--- config.mk ---
export PLATFORM = sky130hd
export DESIGN_NAME = knn_feeder
export DESIGN_NICKNAME = d
export VERILOG_FILES = /design/src/rtl/knn_pkg.sv /design/src/rtl/knn_point_bank.sv /design/src/rtl/knn_feeder.sv
export SDC_FILE = /design/constraint.sdc
export NUM_CORES = 1
export LEC_CHECK = 0
export CAP_MARGIN = 20
export CORE_MARGIN = 4
export CORE_UTILIZATION = 46
export DETAILED_ROUTE_END_ITERATION = 12
export MAX_ROUTING_LAYER = met4
export PLACE_DENSITY_LB_ADDON = 0.3
export SETUP_SLACK_MARGIN = 0.4
export SYNTH_ARGS = -nofsm -noshare
export SYNTH_HDL_FRONTEND = slang
export SYNTH_SLANG_ARGS = --single-unit
--- constraint.sdc ---
create_clock -name clk -period 25.4 [get_ports clk]
set_clock_uncertainty 0.15 [all_clocks]
set_input_delay 5.08 -clock clk [delete_from_list [all_inputs] [get_ports clk]]
set_output_delay 5.08 -clock clk [all_outputs]
set_load 0.01 [all_outputs]
--- src/rtl/knn_pkg.sv ---
// Shared definitions for the kNN stream feeder.
// FSM encoding, result constants and point-field helpers.
`ifndef KNN_PKG_SV
`define KNN_PKG_SV
`define KNN_PT_X(p, w) p[(w)-1:(w)/2]
`define KNN_PT_Y(p, w) p[(w)/2-1:0]
`endif

package knn_pkg;

  localparam int INFO_W = 8;
  localparam logic [INFO_W-1:0] ERR_INFO = 8'hFF;

  localparam logic [2:0] IDLE     = 3'd0;
  localparam logic [2:0] CLR      = 3'd1;
  localparam logic [2:0] STREAM   = 3'd2;
  localparam logic [2:0] WAIT_RES = 3'd3;
  localparam logic [2:0] DONE     = 3'd4;

  // Index width for a bank of n entries, never narrower than 1 bit.
  function automatic int cnt_w(input int n);
    return (n > 1) ? $clog2(n) : 1;
  endfunction

endpackage

--- src/rtl/knn_point_bank.sv ---
// Point register file: one guarded write port, one async read.
// Cleared by reset; writes past DEPTH are dropped.
module knn_point_bank
  import knn_pkg::*;
#(
  parameter int W     = 32,
  parameter int DEPTH = 4,
  localparam int RAW  = cnt_w(DEPTH)
) (
  input  logic           clk,
  input  logic           rst,
  input  logic           wr_en,
  input  logic [7:0]     wr_addr,
  input  logic [W-1:0]   wr_data,
  input  logic [RAW-1:0] rd_addr,
  output logic [W-1:0]   rd_data
);

  logic [W-1:0] mem [DEPTH];
  logic         in_range;

  assign in_range = 32'(wr_addr) < DEPTH;

  always_ff @(posedge clk or posedge rst) begin
    if (rst) begin
      for (int i = 0; i < DEPTH; i++)
        mem[i] <= '0;
    end else if (wr_en && in_range) begin
      mem[wr_addr[RAW-1:0]] <= wr_data;
    end
  end

  assign rd_data = mem[rd_addr];

endmodule

--- src/rtl/knn_feeder.sv ---
// Drives (test, data) pairs into the kNN core and
// collects one knn_info result per test point.
module knn_feeder
  import knn_pkg::*;
#(
  parameter int DATA_W    = 32,
  parameter int NBR_TESTP = 4,
  parameter int NBR_DATAP = 10,
  parameter int TIMEOUT   = 1024
) (
  input  logic              clk,
  input  logic              rst,
  input  logic              wr_en,
  input  logic              wr_bank,
  input  logic [7:0]        wr_addr,
  input  logic [DATA_W-1:0] wr_data,
  input  logic [7:0]        rd_addr,
  output logic [7:0]        rd_data,
  input  logic              start,
  input  logic              abort,
  output logic              busy,
  output logic              done,
  output logic              err,
  output logic              core_clr,
  output logic [DATA_W-1:0] A,
  output logic [DATA_W-1:0] B,
  output logic              out_valid,
  input  logic              out_ready,
  output logic              out_last,
  input  logic              res_valid,
  input  logic [7:0]        res_info
);

  localparam int TW = cnt_w(NBR_TESTP);
  localparam int DW = cnt_w(NBR_DATAP);
  localparam int CW = cnt_w(TIMEOUT);

  localparam logic [TW-1:0] T_LAST = TW'(NBR_TESTP - 1);
  localparam logic [DW-1:0] D_LAST = DW'(NBR_DATAP - 1);
  localparam logic [CW-1:0] C_LAST = CW'(TIMEOUT - 1);

  logic [2:0]        state;
  logic [TW-1:0]     t;
  logic [DW-1:0]     d;
  logic [CW-1:0]     timer;
  logic              abort_clr;
  logic [INFO_W-1:0] res_mem [NBR_TESTP];

  logic bank_we;
  logic xfer;
  logic res_ok;
  logic expire;
  logic advance;
  logic kill;

  assign busy      = state != IDLE;
  assign done      = state == DONE;
  assign out_valid = state == STREAM;
  assign out_last  = out_valid && (d == D_LAST);
  assign core_clr  = (state == CLR) || abort_clr;

  assign bank_we = wr_en && !busy;
  assign kill    = abort && busy;
  assign xfer    = out_valid && out_ready;
  assign res_ok  = (state == WAIT_RES) && res_valid;
  assign expire  = (state == WAIT_RES) && !res_valid
                   && (timer == C_LAST);
  assign advance = res_ok || expire;

  knn_point_bank #(
    .W     (DATA_W),
    .DEPTH (NBR_TESTP)
  ) u_test_bank (
    .clk     (clk),
    .rst     (rst),
    .wr_en   (bank_we && wr_bank),
    .wr_addr (wr_addr),
    .wr_data (wr_data),
    .rd_addr (t),
    .rd_data (A)
  );

  knn_point_bank #(
    .W     (DATA_W),
    .DEPTH (NBR_DATAP)
  ) u_data_bank (
    .clk     (clk),
    .rst     (rst),
    .wr_en   (bank_we && !wr_bank),
    .wr_addr (wr_addr),
    .wr_data (wr_data),
    .rd_addr (d),
    .rd_data (B)
  );

  always_ff @(posedge clk or posedge rst) begin
    if (rst) begin
      state     <= IDLE;
      t         <= '0;
      d         <= '0;
      timer     <= '0;
      err       <= 1'b0;
      abort_clr <= 1'b0;
    end else begin
      abort_clr <= 1'b0;
      if (kill) begin
        // Leave the core with an empty list after a cancelled run.
        state     <= IDLE;
        t         <= '0;
        d         <= '0;
        timer     <= '0;
        abort_clr <= 1'b1;
      end else begin
        unique case (state)
          IDLE: begin
            if (start) begin
              state <= CLR;
              err   <= 1'b0;
              t     <= '0;
              d     <= '0;
            end
          end
          CLR: begin
            state <= STREAM;
          end
          STREAM: begin
            if (xfer) begin
              if (d == D_LAST) begin
                d     <= '0;
                timer <= '0;
                state <= WAIT_RES;
              end else begin
                d <= d + 1'b1;
              end
            end
          end
          WAIT_RES: begin
            if (advance) begin
              timer <= '0;
              if (expire)
                err <= 1'b1;
              if (t == T_LAST) begin
                state <= DONE;
              end else begin
                t     <= t + 1'b1;
                state <= CLR;
              end
            end else begin
              timer <= timer + 1'b1;
            end
          end
          DONE: begin
            state <= IDLE;
            t     <= '0;
          end
          default: begin
            state <= IDLE;
          end
        endcase
      end
    end
  end

  // A real result beats a timeout landing on the same cycle.
  always_ff @(posedge clk or posedge rst) begin
    if (rst) begin
      for (int i = 0; i < NBR_TESTP; i++)
        res_mem[i] <= '0;
    end else if (!kill && advance) begin
      res_mem[t] <= res_ok ? res_info : ERR_INFO;
    end
  end

  assign rd_data = (32'(rd_addr) < NBR_TESTP)
                   ? res_mem[rd_addr[TW-1:0]] : '0;

endmodule
-- Word level (Yosys, flattened, before mapping)
Index checks and enable logic that the tools add are counted.
- flip-flop bits (word level): 501
- bits in latches: 0
- bits in writable memories: 0
- memory bits (read-only): 0
- input port bits: 64
- output and inout port bits: 78
- memories: 0
- add/sub/neg operators: 3
- multipliers: 0
- div/mod/pow operators: 0
- order comparisons: 11
- eq/ne operators: 15
- shift operators: 0
- mux-type cells: 47
- bitwise logic cells: 6
- reduce and logical (&&, ||, !) cells: 32
- operator list (operator ; count):
    bitwise mux 320 bit ; 1
    two-way mux 32 bit ; 6
    binary-select mux 32 bit (select 4 bit) ; 1
    bitwise mux 128 bit ; 1
    demux 32 bit (select 4 bit) ; 1
    binary-select mux 32 bit (select 2 bit) ; 1
    demux 32 bit (select 2 bit) ; 1
    two-way mux 10 bit ; 4
    two-way mux 8 bit ; 5
    bitwise mux 32 bit ; 1
    case mux 10 bit (2 select lines) ; 1
    two-way mux 3 bit ; 6
    binary-select mux 8 bit (select 2 bit) ; 1
    demux 8 bit (select 2 bit) ; 1
    < comparator 8 x 3 -> 1 bit (second input constant) ; 2
    two-way mux 4 bit ; 4
    logical AND 1 bit ; 15
    case mux 3 bit (4 select lines) ; 1
    adder 10 x 1 -> 10 bit (second input constant) ; 1
    == test 10 bit (second input constant) ; 1
    >= comparator 5 bit (second input constant) ; 2
    NOT 4 -> 5 bit ; 2
    >= comparator 3 bit (second input constant) ; 3
    inequality test 3 bit (second input constant) ; 3
    28 further kinds ; 49

-- Longest topological paths before layout
Gate-level depths: netlist (run 1).
- depth in word-level cells: 7
- gate-level depth with buffers: 7

-- Hierarchy
A second synthesis (run 1) with hierarchy kept.
- cell total of the unflattened synthesis: 1584
- area total of the unflattened synthesis: 23065.9 um^2
- modules (own cells, without submodules) (module ; times used ; cells each ; area an instance (um^2) ; sequential area each (um^2)):
    knn_point_bank at u_data_bank ; 1 ; 1017 ; 14651.6 ; 8007.7
    knn_point_bank at u_test_bank ; 1 ; 318 ; 5574.1 ; 3203.1
    knn_feeder ; 1 ; 249 ; 2840.2 ; 1326.3

-- Worst setup path after synthesis (run 1)
No wires, ideal clock.
- path type: in2out
- from: input rd_addr[0]
- to: output rd_data[0]
- arrival time: 6261 ps
- setup slack: 13909 ps
- cell stages on the path: 3
- path buffers: 1
- path through: clkbuf_1 mux4_2 and3_1
- word-level cells in the longest chain between the ends: 5
- elaborated cells on any way between the ends: 6
- classes of those cells: 1 x order compare; 4 x mux; 1 x bitwise
- ends and longest elaborated chain (what ; line ; RTL):
    from (decl) ; knn_feeder.sv:17 ; input logic [7:0] rd_addr,
    parallel branches: the longest is 4 deep, another holds < comparator 8 x 3 -> 1 bit ; - ;
    two-way mux 8 bit * ; knn_feeder.sv:175 ; ? res_mem[rd_addr[TW-1:0]] : '0;
    to (decl) ; knn_feeder.sv:18 ; output logic [7:0] rd_data,
Every way passes the cells marked *. The select of a mux whose other input is x is not followed.

-- Worst setup path after layout (run 1)
- from: input rd_addr[0]
- to: output rd_data[4]
Same word-level chain as after synthesis.

==> reports/qor_table.md, run 1 <==
| Metric | Value | Unit |
|---|---|---|
| Gp weighted congestion | 0.794 | - |
| Post-synth cell types | 53 | - |
| HP Class | register to register | - |
| P per Cell Area | 68.0 | nW/um^2 |
| Combined area of all synthesized cells | 23100 | sq um |
| Count of pins over their slew limit | 0 | - |
| I/O Pins | 142 | - |
| Setup repair after global routing missed its margin | no | - |
| Growth of design area from synthesis to finish | 15.4 | % |
| Warnings from Yosys | 0 | - |
| Critical path launch point type | input pin | - |
| Max rail drop VDD | 0.0500 | mV |
| Async set-reset flop share out of synthesis | 100 | % |
| Total GRT Usage | 20.2 | % |
| Final core utilization | 54.1 | % |
| Root buffer selected by CTS | clkbuf_16 | - |
| Critical path buffer and inverter count | 2 | - |
| Mean post-synth cell area | 15.5 | sq um |
| Average via count per standard cell | 5.69 | - |
| Router iterations before antenna repair | 5 | - |
| Synthesized-area fraction occupied by ao, oa, aoi and oai cells | 3.17 | % |
| Crit path cell chain | clkdlybuf4s50_1 > mux4_2 > and3_1 > clkdlybuf4s50_1 | - |
| GRT Residual Overflow | 0 | - |
| Maximum number of pins on one net before global-route repair | 175 | - |
| Main combinational cell family by area after synthesis | multiplexers | - |
| Starting Density | 46.9 | % |
| Average routed wire per standard cell | 22.5 | um |
| Multiplexer fraction of the synthesized cell area | 35.8 | % |
| Classification of the worst setup path | input pin to output pin | - |
| Share of the yosys chip area belonging to registers | 54.3 | % |
| DRC | 0 | - |
| Worst-path clk slew | 50 | ps |
| Initial antenna violation count | 3 | - |
| Number of global-route vias before repair | 14200 | - |
| Layout cells sized above 1 | 41.9 | % |
| Endpoint required time on the critical path | 20170 | ps |
| Clock buffer count from CTS | 52 | - |
| Number of port buffers | 141 | - |
| Leakage power figure | 12.5 | nW |
| Slew HR | 25.7 | % |
| Arrival time of data at the critical path endpoint | 7120 | ps |
| Die W | 232 | um |
| Top flip-flop cell by instance count after synthesis | dfrtp_1 | - |
| Setup Viol. Count Final | 0 | - |
| Critical path endpoint category | output pin | - |
| Initial DRC Count | 740 | - |
| Slack of the worst reg-to-reg path | 21980 | ps |
| Total Wirelength | 51700 | um |
| Cell Rows | 81 | - |
| Wire length of the first global-routing pass | 83600 | um |
| Number of antenna-violating nets in the routed design | 0 | - |
| Flip-flop and latch count after synthesis | 501 | - |
| Hold slack | 329 | ps |
| CTS tree | yes | - |
| Shortest clock period the worst path allows after layout | 12350 | ps |
| Final critical-path share of the clock period | 48.6 | % |
| Die ar. | 53900 | sq um |
| Final Hold Viols | 0 | - |
| Die span in y | 232 | um |
| Number of gates given a new drive strength after cts | 0 | - |
| Status | finished clean | - |
| Post-layout net count | 1658 | - |
| Max capacitance violation total | 0 | - |
| Core region area | 49300 | sq um |
| Crit-path max cell delay | 790 | ps |
| Count of flip-flops with a built-in enable after synthesis | 0 | - |
| Buffers inserted during post-CTS setup optimization | 0 | - |
| Hold Buf Count CTS | 0 | - |
| Total of fill cells in the finished design | 4044 | - |
| Total negative setup slack | 0 | ps |
| Longest Clk Path Bufs | 3 | - |
| Htree depth | 2 | - |
| Peak clock frequency supported by timing | 80.9 | MHz |
| HPWL after detailed placement | 31100 | um |
| Leading cell type in the layout, fill and taps excluded | dfrtp_1 | - |
| Cell type of the slowest stage on the worst timing path | clkdlybuf4s50_1 | - |
| Clk_lat worst skew | 590 | ps |
| Number of sinks handled by clock tree synthesis | 501 | - |
| XOR/XNOR share of the synthesized area | 0.0758 | % |
| Cell type group with the largest total delay on the critical path | buffers and inverters | - |
| Post-synthesis cell count | 1486 | - |
| Maximum net fanout on the critical path | 8 | - |
| Net Count, Synth | 1557 | - |
| Via total after detailed routing | 13000 | - |
| Simple-Gate Fraction of Synth Area | 3.09 | % |
| Top cell by count, worst path | clkdlybuf4s50_1 | - |
| Highest-count cells in the layout ignoring fill and taps | dfrtp_1 (497), mux2_2 (367), clkdlybuf4s50_1 (141), mux4_2 (104), mux2_4 (69) | - |
| Least-Margin Pin Slew | 1110 | ps |
| Synth Area in Adders | 0.379 | % |
[registers in the layout, summed over array words and instances (netlist names)]
name,flops
d,4
abort_clr,1
err,1
timer,10
u_test_bank.mem,128
t,2
state,3
u_data_bank.mem,320
res_mem,32
[per-layer routing]
metal	track usage (%)	up-vias	part of all wire (%)
met2	31.2	261	47
met3	3.82	68	4.9
met1	28.0	6996	46
met5	-	-	0
met4	5.23	0	2.1
li1	-	5721	-
[synthesized netlist by cell type (all sizes together), types with 2 or more instances]
cell type,n,share of area (%)
buf,69,2.0
mux2i,35,1.5
nor2,19,0.31
mux4,104,10
o21bai,2,0.065
nor4,12,0.68
clkbuf,59,0.96
a22oi,32,1.0
mux2,472,24
o21ai,45,0.98
a21o,3,0.098
nand2b,8,0.23
a2bb2oi,8,0.30
or4,7,0.23
nand3,13,0.35
or3,2,0.054
ha,7,0.38
and3,12,0.33
or2,11,0.30
nor3,5,0.11
nor2b,2,0.054
inv,13,0.21
a21oi,10,0.22
dfrtp,501,54
nand2,13,0.21
o31ai,3,0.098
o32ai,2,0.076
[power by group]
| group | total, mW | internal [mW] | switching [mW] |
|---|---|---|---|
| logic | 0.217 | 0.107 | 0.110 |
| clock network | 0.731 | 0.423 | 0.307 |
| registers | 0.866 | 0.833 | 0.0331 |
| total | 1.81 | 1.36 | 0.451 |
[cell type report]
type | count | area [sq um] | share of cell area, %
tap | 664 | 831 | 3.12
inverter | 13 | 56.3 | 0.211
timing repair buffer | 175 | 1720 | 6.44
sequential | 501 | 12500 | 47.1
antenna | 3 | 7.51 | 0.0282
clock inverter | 9 | 80.1 | 0.300
multi-input combinational | 844 | 9880 | 37.1
clock buffer | 84 | 1540 | 5.79
[worst paths after layout]
path	cells after the start	startpoint	end
worst max-delay path	4	rd_addr[0]	rd_data[4]
min in group asynchronous	2	rst	u_test_bank.mem[4]
worst max register to register	5	state[1]	u_data_bank.mem[57]
worst min register to register	1	u_test_bank.mem[23]	u_test_bank.mem[23]
worst min-delay path	1	u_test_bank.mem[23]	u_test_bank.mem[23]
max in group asynchronous	5	rst	u_data_bank.mem[309]
[per-stage QoR]
step / cells / power, mW / setup WS, ps / cell area (sq um)
6_report: 2293 / 1.81 / 13050 / 26700
5_1_grt: 2293 / 1.89 / 12920 / 26700
4_1_cts: 2287 / 1.84 / 13000 / 26600
3_5_place_dp: 2194 / 1.10 / 13010 / 25000
3_3_place_gp: 2194 / 1.09 / 13080 / 25000
2_1_floorplan: 1486 / 1.03 / 6180 / 23100
[cell families after synthesis]
group	count (synthesis)
muxes	611
DFF	501
buffers and inverters	141
AOI/OAI and AO/OA	113
and+or+nand+nor	111
adders and majority gates	7
xor gates and xnor gates	2
Power figures use the tool's default switching activity.
==> run 2: changes to the inputs <==
==> constraint.sdc (replaced) <==
create_clock -name clk -period 10.16 [get_ports clk]
set_clock_uncertainty 0.15 [all_clocks]
set_input_delay 2.032 -clock clk [delete_from_list [all_inputs] [get_ports clk]]
set_output_delay 2.032 -clock clk [all_outputs]
set_load 0.01 [all_outputs]
==> reports/qor_table.md, run 2 (same netlist as run 1, synthesis figures left out) <==
| Metric | Value | Unit | Change |
|---|---|---|---|
| Longest Clk Path Bufs | 3 | - | unchanged |
| Filler-free cell count of the finished design | 2298 | - | was 2293 |
| I/O Pins | 142 | - | unchanged |
| Maximum net fanout on the critical path | 8 | - | unchanged |
| Layout cells sized above 1 | 42.5 | % | was 41.9% |
| GRT Residual Overflow | 0 | - | unchanged |
| Wire length of the first global-routing pass | 84100 | um | was 83600 um |
| Die ar. | 53900 | sq um | unchanged |
| Htree depth | 2 | - | unchanged |
| Router iterations before antenna repair | 5 | - | unchanged |
| Endpoint required time on the critical path | 7980 | ps | was 20170 ps |
| Critical path launch point type | input pin | - | unchanged |
| Arrival time of data at the critical path endpoint | 4100 | ps | was 7120 ps |
| HPWL after detailed placement | 31500 | um | was 31100 um |
| Growth of design area from synthesis to finish | 16.1 | % | was 15.4% |
| CTS tree | yes | - | unchanged |
| Leakage power figure | 12.6 | nW | was 12.5 nW |
| Via total after detailed routing | 13200 | - | was 13000 |
| Setup repair after global routing missed its margin | no | - | unchanged |
| Maximum number of pins on one net before global-route repair | 193 | - | was 175 |
| Clock buffer count from CTS | 54 | - | was 52 |
| Minimum setup slack after placement | 3850 | ps | was 13010 ps |
| DRC | 0 | - | unchanged |
| Average routed wire per standard cell | 22.9 | um | was 22.5 um |
| Most flops, register | u_data_bank.mem | - | unchanged |
| Peak clock frequency supported by timing | 159 | MHz |  |
| Switching Fraction | 24.6 | % | was 24.8% |
| Number of port buffers | 141 | - | unchanged |
| Setup Viol. Count Final | 0 | - | unchanged |
| Final Hold Viols | 0 | - | unchanged |
| Biggest regs | u_data_bank.mem (320), u_test_bank.mem (128), res_mem (32) | - | unchanged |
| Max capacitance violation total | 0 | - | unchanged |
| Total negative setup slack | 0 | ps | unchanged |
| Die W | 232 | um | unchanged |
| Number of sinks handled by clock tree synthesis | 501 | - | unchanged |
| Status | finished clean | - | unchanged |
| Total Wirelength | 52700 | um | was 51700 um |
| Count of pins over their slew limit | 0 | - | unchanged |
| Least-Margin Pin Slew | 1120 | ps | was 1110 ps |
| FF-to-FF End | u_data_bank.mem[53] | - | was u_data_bank.mem[57] |
| Total GRT Usage | 20.5 | % | was 20.2% |
| Leading cell type in the layout, fill and taps excluded | dfrtp_1 | - | unchanged |
| Hold Buf Count CTS | 0 | - | unchanged |
| Starting Density | 46.9 | % | unchanged |
| Max rail drop VDD | 0.130 | mV | was 0.0500 mV |
| Highest-count cells in the layout ignoring fill and taps | dfrtp_1 (497), mux2_2 (367), clkdlybuf4s50_1 (141), mux4_2 (104), mux2_4 (69) | - | unchanged |
| Clk_lat worst skew | 590 | ps | about the same |
| Post-layout net count | 1657 | - | was 1658 |
| Shortest clock period the worst path allows after layout | 6280 | ps |  |
| Gp weighted congestion | 0.771 | - | was 0.794 |
| Root buffer selected by CTS | clkbuf_16 | - | unchanged |
| Cell area after placement | 24900 | sq um | was 25000 sq um |
| Number of flip-flops in the largest register | 320 | - | unchanged |
| Classification of the worst setup path | input pin to output pin | - | unchanged |
| Reg power frac | 46.4 | % | was 47.7% |
| Number of global-route vias before repair | 14200 | - | about the same |
| Finished Cell Area | 26800 | sq um | was 26700 sq um |
| P per Cell Area | 174 | nW/um^2 | was 68.0 nW/um^2 |
| Number of antenna-violating nets in the routed design | 0 | - | unchanged |
| Worst-path clk slew | 60 | ps | was 50 ps |
| Cell Rows | 81 | - | unchanged |
| Slew HR | 25.7 | % | about the same |
| Buffers inserted during post-CTS setup optimization | 0 | - | unchanged |
| Hold_sp | u_data_bank.mem[236] | - | was u_test_bank.mem[23] |
| Initial antenna violation count | 4 | - | was 3 |
| Slack of the worst reg-to-reg path | 6770 | ps | was 21980 ps |
| Terminating pin of the worst hold path | u_data_bank.mem[236] | - | was u_test_bank.mem[23] |
| Initial DRC Count | 873 | - | was 740 |
| Reg-to-reg critical path startpoint | state[1] | - | unchanged |
| Clock power frac | 41.9 | % | was 40.3% |
| Average via count per standard cell | 5.73 | - | was 5.69 |
| Critical path endpoint category | output pin | - | unchanged |
| Depth of the worst hold-timing path | 1 | - | unchanged |
| Worst reg2reg path depth | 5 | - | unchanged |
| Cell internal pwr | 3.51 | mW | was 1.36 mW |
| Core region area | 49300 | sq um | unchanged |
| Combinational share of power | 11.7 | % | was 12.0% |
| Cell count after placement | 2192 | - | was 2194 |
| Number of gates given a new drive strength after cts | 0 | - | unchanged |
| Final critical-path setup slack | 3880 | ps | was 13050 ps |
| HP Class | register to register | - | unchanged |
| Die span in y | 232 | um | unchanged |
| Final critical-path share of the clock period | 61.9 | % |  |
| Psw | 1.15 | mW | was 0.451 mW |
## run 2: cell count changes in the layout (fill, tap and decap cells not counted)
cell	change
clkbuf_8	+8
clkbuf_1	-7
clkinv_2	+3
buf_4	-2
bufinv_16	+1
clkbuf_16	+1
clkbuf_2	-1
clkinv_8	+1
clkinvlp_4	+1
diode_2	+1
inv_8	-1
## run 2: worst max-delay path by stage
stage               start         end  cells after the start
2_1_floorplan         rst   abort_clr                      1
3_5_place_dp   rd_addr[0]  rd_data[6]                      4
5_1_grt        rd_addr[0]  rd_data[6]                      4
3_3_place_gp   rd_addr[0]  rd_data[4]                      4
4_1_cts        rd_addr[0]  rd_data[6]                      4
6_report       rd_addr[0]  rd_data[6]                      4
## run 2: per-layer routing
metal	up-vias	wire length (um)	global-route usage [%]
met1	7108	24000	27.8
met3	69	2470	3.91
li1	5733	-	-
met5	-	0	-
met4	0	1040	5.08
met2	268	25200	32.4
## run 2: cell type report
cell class	instances	area (sq um)
sequential	501	12500
inverter	13	52.6
tap	664	831
fill	4018	22400
timing repair buffer	172	1700
clock buffer	86	1650
multi-input combinational	844	9880
antenna	4	10.0
clock inverter	14	141
## run 2: stage by stage
stage | total power [mW] | utilization [%] | hold WS (ps)
6_report | 4.66 | 54.4 | 334
4_1_cts | 4.72 | 54.3 | 339
3_5_place_dp | 2.75 | 50.7 | 325
5_1_grt | 4.86 | 54.4 | 344
2_1_floorplan | 2.57 | - | 300
3_3_place_gp | 2.74 | 50.7 | 313
## run 2: power groups by stage
| stage | combinational (mW) | clock [mW] | sequential (mW) |
|---|---|---|---|
| after floorplan | 0.422 | 0 | 2.15 |
| after global placement | 0.542 | 0 | 2.19 |
| after detailed placement | 0.552 | 0 | 2.20 |
| after CTS | 0.554 | 2.00 | 2.16 |
| after global routing | 0.601 | 2.09 | 2.17 |
| final | 0.545 | 1.95 | 2.16 |
## run 2: critical path, cell delays in order
cell and delay (ps):
clkdlybuf4s50_1 820, mux4_2 580, and3_1 190, clkdlybuf4s50_1 470
